File: src/rtl/evr_trig_pkg.sv
// evr_trig_pkg: shared FSM state encoding, default parameter values and a
// small helper used by the EVR trigger conditioner.
package evr_trig_pkg;

  typedef enum logic [1:0] {
    IDLE    = 2'd0,
    DELAY   = 2'd1,
    PULSE   = 2'd2,
    HOLDOFF = 2'd3
  } evr_trig_state_t;

  localparam int DEF_FILTER_CYCLES  = 4;
  localparam int DEF_DELAY_CYCLES   = 16;
  localparam int DEF_PULSE_CYCLES   = 600;
  localparam int DEF_HOLDOFF_CYCLES = 1000;
  localparam int DEF_CNT_W          = 16;

  // Largest of three phase lengths, used to size the shared phase counter.
  function automatic int max3(input int a, input int b, input int c);
    int m;
    m = (a > b) ? a : b;
    return (m > c) ? m : c;
  endfunction

endpackage

File: src/rtl/evr_sync_filter.sv
// evr_sync_filter: brings the asynchronous EVR trigger into the clk domain,
// rejects glitches shorter than the filter window and flags the filtered
// rising edge. An edge is only reported once the line has been seen low
// after reset, so a line that is already high at reset release cannot fire.
module evr_sync_filter
  import evr_trig_pkg::*;
#(
  parameter int FILTER_CYCLES = DEF_FILTER_CYCLES
) (
  input  logic clk,
  input  logic reset,
  input  logic evr_trigger_in,
  output logic rise
);

  localparam int FW = $clog2(FILTER_CYCLES + 1);

  logic          sync1;
  logic          sync2;
  logic          filt;
  logic          filt_q;
  logic          armed;
  logic [1:0]    prime_q;
  logic [FW-1:0] filt_cnt;

  // Two-flop synchronizer for the raw trigger line.
  always_ff @(posedge clk or posedge reset) begin
    if (reset) begin
      sync1 <= 1'b0;
      sync2 <= 1'b0;
    end else begin
      sync1 <= evr_trigger_in;
      sync2 <= sync1;
    end
  end

  // Arm edge detection once a genuinely sampled low has left the synchronizer.
  always_ff @(posedge clk or posedge reset) begin
    if (reset) begin
      prime_q <= 2'b00;
      armed   <= 1'b0;
    end else begin
      prime_q <= {prime_q[0], 1'b1};
      if (prime_q[1] && !sync2) begin
        armed <= 1'b1;
      end
    end
  end

  // Filtered level follows sync2 only after it has disagreed long enough.
  always_ff @(posedge clk or posedge reset) begin
    if (reset) begin
      filt     <= 1'b0;
      filt_cnt <= '0;
    end else if (sync2 == filt) begin
      filt_cnt <= '0;
    end else if (filt_cnt == FW'(FILTER_CYCLES)) begin
      filt     <= sync2;
      filt_cnt <= '0;
    end else begin
      filt_cnt <= filt_cnt + FW'(1);
    end
  end

  // One-cycle delayed copy of the filtered level for edge detection.
  always_ff @(posedge clk or posedge reset) begin
    if (reset) begin
      filt_q <= 1'b0;
    end else begin
      filt_q <= filt;
    end
  end

  assign rise = filt & ~filt_q & armed;

endmodule

File: src/rtl/evr_trigger_conditioner.sv
// evr_trigger_conditioner: turns the raw EVR trigger into a clean pulse of
// fixed width after a fixed delay, followed by a holdoff that rejects
// re-triggers. Defining EVR_TRIG_STATS_EN adds pulse and missed-edge counters.
module evr_trigger_conditioner
  import evr_trig_pkg::*;
#(
  parameter int FILTER_CYCLES  = DEF_FILTER_CYCLES,
  parameter int DELAY_CYCLES   = DEF_DELAY_CYCLES,
  parameter int PULSE_CYCLES   = DEF_PULSE_CYCLES,
  parameter int HOLDOFF_CYCLES = DEF_HOLDOFF_CYCLES,
  parameter int CNT_W          = DEF_CNT_W
) (
  input  logic             clk,
  input  logic             reset,
  input  logic             evr_trigger_in,
  output logic             evr_trigger,
  output logic             busy
`ifdef EVR_TRIG_STATS_EN
  ,
  output logic [CNT_W-1:0] trig_count,
  output logic [CNT_W-1:0] missed_count
`endif
);

  localparam int CNT_MAX = max3(DELAY_CYCLES, PULSE_CYCLES, HOLDOFF_CYCLES);
  localparam int SW      = $clog2(CNT_MAX + 1);

  localparam logic [SW-1:0] DELAY_LAST   = SW'(DELAY_CYCLES - 1);
  localparam logic [SW-1:0] PULSE_LAST   = SW'(PULSE_CYCLES - 1);
  localparam logic [SW-1:0] HOLDOFF_LAST = SW'(HOLDOFF_CYCLES - 1);

  if (FILTER_CYCLES < 1 || FILTER_CYCLES > 255 ||
      PULSE_CYCLES < 1 || PULSE_CYCLES > 65535 ||
      DELAY_CYCLES < 0 || HOLDOFF_CYCLES < 0 || CNT_W < 1) begin : g_bad_params
    $error("evr_trigger_conditioner: parameter out of legal range");
  end

  evr_trig_state_t state;
  evr_trig_state_t next_state;
  logic [SW-1:0]   cnt;
  logic [SW-1:0]   cnt_next;
  logic            rise;

  evr_sync_filter #(
    .FILTER_CYCLES (FILTER_CYCLES)
  ) u_sync_filter (
    .clk            (clk),
    .reset          (reset),
    .evr_trigger_in (evr_trigger_in),
    .rise           (rise)
  );

  // Next state and phase counter; the counter restarts on every state change.
  always_comb begin
    next_state = state;
    cnt_next   = '0;
    case (state)
      IDLE: begin
        if (rise) begin
          if (DELAY_CYCLES == 0) begin
            next_state = PULSE;
          end else begin
            next_state = DELAY;
          end
        end
      end
      DELAY: begin
        if (cnt == DELAY_LAST) begin
          next_state = PULSE;
        end
      end
      PULSE: begin
        if (cnt == PULSE_LAST) begin
          if (HOLDOFF_CYCLES == 0) begin
            next_state = IDLE;
          end else begin
            next_state = HOLDOFF;
          end
        end
      end
      HOLDOFF: begin
        if (cnt == HOLDOFF_LAST) begin
          next_state = IDLE;
        end
      end
      default: begin
        next_state = IDLE;
      end
    endcase
    if (next_state == state && state != IDLE) begin
      cnt_next = cnt + SW'(1);
    end
  end

  // State and phase counter registers.
  always_ff @(posedge clk or posedge reset) begin
    if (reset) begin
      state <= IDLE;
      cnt   <= '0;
    end else begin
      state <= next_state;
      cnt   <= cnt_next;
    end
  end

  // Outputs are registered from the next state so they align with the FSM.
  always_ff @(posedge clk or posedge reset) begin
    if (reset) begin
      evr_trigger <= 1'b0;
      busy        <= 1'b0;
    end else begin
      evr_trigger <= (next_state == PULSE);
      busy        <= (next_state != IDLE);
    end
  end

`ifdef EVR_TRIG_STATS_EN
  // Pulse counter wraps; missed-edge counter sticks at all-ones.
  always_ff @(posedge clk or posedge reset) begin
    if (reset) begin
      trig_count   <= '0;
      missed_count <= '0;
    end else begin
      if (next_state == PULSE && state != PULSE) begin
        trig_count <= trig_count + CNT_W'(1);
      end
      if (rise && state != IDLE && missed_count != {CNT_W{1'b1}}) begin
        missed_count <= missed_count + CNT_W'(1);
      end
    end
  end
`endif

endmodule

File: config.mk
export PLATFORM = sky130hd
export DESIGN_NAME = evr_trigger_conditioner
export DESIGN_NICKNAME = d
export VERILOG_FILES = /design/src/rtl/evr_trig_pkg.sv /design/src/rtl/evr_sync_filter.sv /design/src/rtl/evr_trigger_conditioner.sv
export SDC_FILE = /design/constraint.sdc
export NUM_CORES = 1
export LEC_CHECK = 0
export CAP_MARGIN = 20
export CORE_MARGIN = 4
export CORE_UTILIZATION = 36
export CTS_CLUSTER_SIZE = 30
export DETAILED_ROUTE_END_ITERATION = 8
export GPL_ROUTABILITY_DRIVEN = 0
export PLACE_DENSITY = 0.52
export SYNTH_ARGS = -nofsm -noshare
export SYNTH_HDL_FRONTEND = slang
export SYNTH_SLANG_ARGS = --single-unit
export TNS_END_PERCENT = 5
File: constraint.sdc
create_clock -name clk -period 1.9 [get_ports clk]
set_input_delay 0.19 -clock clk [delete_from_list [all_inputs] [get_ports clk]]
set_output_delay 0.19 -clock clk [all_outputs]
set_load 0.01 [all_outputs]
Word level (Yosys, flattened, before mapping)
Cells that the tools add are included.
W data, S select, Z words.
{"block": "classes", "eq_ne": 10, "addsub": 2, "reduce_logical": 7, "n_bitwise": 4, "muxes": 8}
{"op": "$eq A10 B10 Y1 const B", "count": 2}
{"op": "$add A10 B1 Y10 const B", "count": 1}
{"op": "$eq A10 B4 Y1 const B", "count": 1}
{"op": "$mux W10", "count": 1}
{"op": "$mux W2", "count": 4}
{"op": "$pmux W2 S4", "count": 1}
{"op": "$eq A2 B2 Y1 const B", "count": 3}
{"op": "$mux W3", "count": 2}
{"op": "$reduce_bool A2 Y1", "count": 2}
{"op": "$add A3 B1 Y3 const B", "count": 1}
{"op": "$eq A3 B3 Y1 const B", "count": 1}
{"op": "$and A1 B1 Y1", "count": 2}
{"op": "$eq A2 B1 Y1 const B", "count": 1}
{"op": "$eq A2 B2 Y1", "count": 1}
{"op": "$logic_and A1 B1 Y1", "count": 2}
{"op": "$logic_not A2 Y1", "count": 1}
{"op": "$not A1 Y1", "count": 2}
{"op": "$reduce_and A2 Y1", "count": 1}
{"op": "$eq A1 B1 Y1", "count": 1}
{"op": "$logic_not A1 Y1", "count": 1}
{"block": "word_totals", "output_inout_bits": 2, "register_bits": 24, "wordCells": 42, "inputBits": 3}

Longest topological paths before layout
{"block": "logic_depth", "ltp_word": 8, "ltp_mapped": 6}

Hierarchy
A second synthesis with hierarchy kept.
{"block": "hier_totals", "hier_cells": 102, "area_unflattened_um2": 1158.6}
{"module": "evr_trigger_conditioner", "instances": 1, "cells_per_inst": 75, "seq_area_each_um2": 350.3, "area_per_inst_um2": 784.5}
{"module": "evr_sync_filter", "instances": 1, "cells_per_inst": 27, "seq_area_each_um2": 250.2, "area_per_inst_um2": 374.1}

Least setup slack after synthesis
No wires, ideal clock.
{"block": "synth_path", "path_kind": "reg2reg", "start": "reg cnt[5]", "end": "reg cnt[2]", "setup_slack_ns": 0.266, "arrival_time_ns": 1.506, "stages_incl_launch_ff": 5, "path_cell_list": "dfrtp_1 > or4b_4 > o22a_1 > o21ai_4 > nor2_1"}
{"block": "synth_via", "elab_chain_cells": 6, "word_cells_on_any_way": 10, "cone_classes": "4 x eq/ne; 5 x mux; 1 x reduce/logical"}
{"element": "start, declared", "line": "evr_trigger_conditioner.sv:40", "text": "logic [SW-1:0] cnt;"}
{"element": "start signal, assigned", "line": "evr_trigger_conditioner.sv:102", "text": "cnt <= cnt_next;"}
{"element": "$eq A10 B10 Y1 (tied with other cells)", "line": "evr_trigger_conditioner.sv:82", "text": "if (cnt == HOLDOFF_LAST) begin"}
{"element": "$mux W2, on equally long branches", "line": "evr_trigger_conditioner.sv:82, evr_trigger_conditioner.sv:68, evr_trigger_conditioner.sv:73"}
{"element": "$pmux W2 S4 *", "line": "evr_trigger_conditioner.sv:57", "text": "case (state)"}
{"element": "$eq A2 B2 Y1 *", "line": "evr_trigger_conditioner.sv:90", "text": "if (next_state == state && state != IDLE) begin"}
{"element": "$logic_and A1 B1 Y1 *", "line": "evr_trigger_conditioner.sv:90"}
{"element": "$mux W10 *", "line": "evr_trigger_conditioner.sv:90"}
{"element": "named net cnt_next[2]", "line": "evr_trigger_conditioner.sv:41", "text": "logic [SW-1:0] cnt_next;"}
Mark *: on every way through the listed nets, which the timed path passes. The rest lies on a longest branch.
A chain may end at the register's enable or synchronous reset.

Worst setup path after layout
{"block": "layout_path", "start": "reg cnt[5]", "end": "reg cnt[8]"}
{"block": "layout_via", "elab_chain_cells": 6, "word_cells_on_any_way": 11, "cone_classes": "1 x add/sub; 4 x eq/ne; 5 x mux; 1 x reduce/logical"}
{"element": "$eq A10 B10 Y1 (tied with other cells)", "line": "evr_trigger_conditioner.sv:82"}
{"element": "$mux W2, on equally long branches", "line": "evr_trigger_conditioner.sv:82, evr_trigger_conditioner.sv:68, evr_trigger_conditioner.sv:73"}
{"element": "$pmux W2 S4", "line": "evr_trigger_conditioner.sv:57"}
{"element": "$eq A2 B2 Y1", "line": "evr_trigger_conditioner.sv:90"}
{"element": "$logic_and A1 B1 Y1", "line": "evr_trigger_conditioner.sv:90"}
{"element": "$mux W10 *", "line": "evr_trigger_conditioner.sv:90"}
{"element": "named net cnt_next[8]", "line": "evr_trigger_conditioner.sv:41"}
Marks and branches as above.

==> flow_summary.json <==
{
  "status": "finished, final reports clean",
  "powerDensity_mw_per_mm2": 1080,
  "cp_num_buf_inv": 0,
  "period_share_pct": 92.4,
  "design.core.area_mm2": 0.00283,
  "place_hpwl_um": 1290,
  "wl_um": 1760,
  "die_w_um": 63.3,
  "setup_viol": 0,
  "design.die.area_mm2": 0.00401,
  "cp.required_ps": 2080,
  "p_switching_w": 0.000436,
  "p_sw_share_pct": 33.3,
  "vias": 715,
  "end_kind": "flop",
  "synth_ff_type": "dfrtp_1",
  "drt-vias-per-instance": 5.04,
  "p_seq_share_pct": 55.6,
  "finalSetupTns_ps": 0,
  "ys_ff_latch": 24,
  "row_count": 19,
  "fmax_mhz": 570,
  "worstReg2RegStart": "cnt[5]",
  "final_common_cell": "dfrtp_1",
  "fin_nets": 119,
  "synthDistinctLibCells": 32,
  "dp.cells": 139,
  "antennaDiodeCount": 0,
  "numCtsBuffers": 3,
  "path_cells": "or4b_4 > o22a_1 > o21ai_4 > nor2_1",
  "max_cap_violations": 0,
  "hold_path_class": "in -> async",
  "ir_drop_v": 0.000595,
  "grt_usage_pct": 10.3,
  "synth.yosys.warnings": 0,
  "grt_overflow": 0,
  "cp_max_fo": 10,
  "whs_ps": 213,
  "pre_cts_ws_ps": 142,
  "worstSetupPathType": "reg -> reg",
  "drive_gt1_share_pct": 11.7,
  "clkTransAtPathRegs_ps": 120,
  "avgSynthCellArea_um2": 10.6,
  "portBuffers": 4,
  "drv_slew": 0,
  "grt_max_degree": 25,
  "most-common-layout-cells": "dfrtp_1, nor2_1, nand2_1, xor2_1",
  "clock_skew_ps": 7.60,
  "instances_no_fill": 142,
  "antenna_left": 0,
  "fin_ws_ps": 144,
  "avgRoutedWirePerCell_um": 12.4,
  "layout_min_cycle_time_ps": 1760,
  "cts_tree": "built",
  "critPathLaunch": "cnt[5]",
  "syn_inst": 104,
  "synth_nets": 110,
  "p_leak_nw": 0.560,
  "cts_resized": 0,
  "grt_pass1_vias": 723,
  "die_height_um": 63.3,
  "cts_hold_buf": 0,
  "drc_errors": 0,
  "async_flop_share_pct": 100,
  "cts_setup_buffers": 0,
  "initial_core_util_pct": 38.9,
  "worstSkewPairLatency_ps": 300,
  "drt_iter0_drc": 21,
  "grt_first_pass_wirelength_um": 3200,
  "hold_viol_final": 0,
  "clock-sinks": 24,
  "comb_power_share_pct": 28.7,
  "syn-cell-area_mm2": 0.00110,
  "power_frac_clock_pct": 15.7,
  "root_buffer": "clkbuf_4",
  "synth-seq-area-share_pct": 54.5,
  "crit_family": "simple AND/OR/NAND/NOR gates",
  "cts_buffer_depth": 2,
  "cp.arrival_ps": 1940,
  "synth-edff-count": 0,
  "critPathMaxStageDelay_ps": 570,
  "cp-start-kind": "flop",
  "io-pin-count": 5,
  "h-tree-depth": 1,
  "crit_path_top_delay_cell": "or4b_4",
  "internal_power_w": 0.000875,
  "rsz0062_at_grt": "no",
  "grt_antenna_before_repair": 0,
  "areaGrowthSynthToFinish_pct": 10.5,
  "dr.pass1.iters": 4
}
-- area by class of cell --
cell class	count	area [um^2]
Tap cell	31	38.8
Clock buffer	3	22.5
Timing Repair Buffer	8	70.1
Inverter	6	22.5
Fill cell	263	1610
Sequential cell	24	601
Multi-Input combinational cell	70	462
-- per-layer routing --
| layer | wire length (um) | global-route usage, % | up-vias | share of wire, % |
|---|---|---|---|---|
| met5 | 0 | 0 | - | 0 |
| li1 | - | - | 365 | - |
| met4 | 18 | 3.77 | 0 | 1.0 |
| met3 | 73 | 4.26 | 2 | 4.1 |
| met1 | 821 | 12.2 | 337 | 47 |
| met2 | 848 | 16.7 | 11 | 48 |
-- state kept, by name, indices dropped and copies added, names as in the netlist --
| signal | cells |
|---|---|
| cnt | 10 |
| u_sync_filter.filt_cnt | 3 |
| state | 2 |
| u_sync_filter.prime_q | 2 |
| busy | 1 |
| evr_trigger | 1 |
| u_sync_filter.armed | 1 |
| u_sync_filter.filt | 1 |
| u_sync_filter.filt_q | 1 |
| u_sync_filter.sync1 | 1 |
| u_sync_filter.sync2 | 1 |
-- Yosys cell counts (2+ instances only) --
master,instances,area [um^2]
xor2_1,7,61.3
dfrtp_1,24,601
o21ai_0,2,10.0
ha_1,3,37.5
nand4_1,6,37.5
nand2_1,11,41.3
nor2b_1,2,12.5
nand3_1,3,15.0
o21ai_1,2,10.0
nor2_1,13,48.8
and3_2,2,15.0
xnor2_1,2,17.5
clkbuf_1,3,11.3
inv_1,6,22.5
-- logic make-up (layout without fill, tap and decap cells) --
| family | count (synthesis) | in the layout | synth area share (%) |
|---|---|---|---|
| mux | 1 | 1 | 0.909 |
| xor+xnor | 9 | 9 | 7.16 |
| buf+inv | 10 | 17 | 3.52 |
| other cells | 1 | 1 | 0.341 |
| flops | 24 | 24 | 54.5 |
| compound gates | 10 | 10 | 7.62 |
| simple gates | 46 | 46 | 22.5 |
| fa+ha+maj | 3 | 3 | 3.41 |
-- power groups by stage --
stage               sequential [W]  combinational (W)  clock (W)
finish                    0.000730           0.000376   0.000206
global route              0.000749           0.000446   0.000243
detailed placement        0.000743           0.000382          0
global placement          0.000739           0.000381          0
CTS                       0.000732           0.000384   0.000216
floorplan                 0.000705           0.000304          0
-- final timing paths --
kind                                              to  slack, ps  cells past startpoint
max                                           cnt[8]        140                      4
min                        u_sync_filter.filt_cnt[2]        210                      3
max reg2reg                                   cnt[8]        140                      4
min reg2reg                      u_sync_filter.sync2        350                      0
max in group asynchronous                     cnt[9]       1460                      3
min in group clk                 u_sync_filter.sync1        320                      1
-- through the flow --
stage               utilization [%]  power, W  area, um^2
floorplan                         -   0.00101        1100
global placement               42.2   0.00112        1190
detailed placement             42.2   0.00112        1190
CTS                            43.0   0.00133        1220
global route                   43.0   0.00144        1220
finish                         43.0   0.00131        1220
-- worst reg2reg max path: stages (launching register included) --
cell and delay, ps:
dfrtp_1 460, or4b_4 570, o22a_1 240, o21ai_4 280, nor2_1 90
No activity file was read; power rests on OpenSTA's default activity.
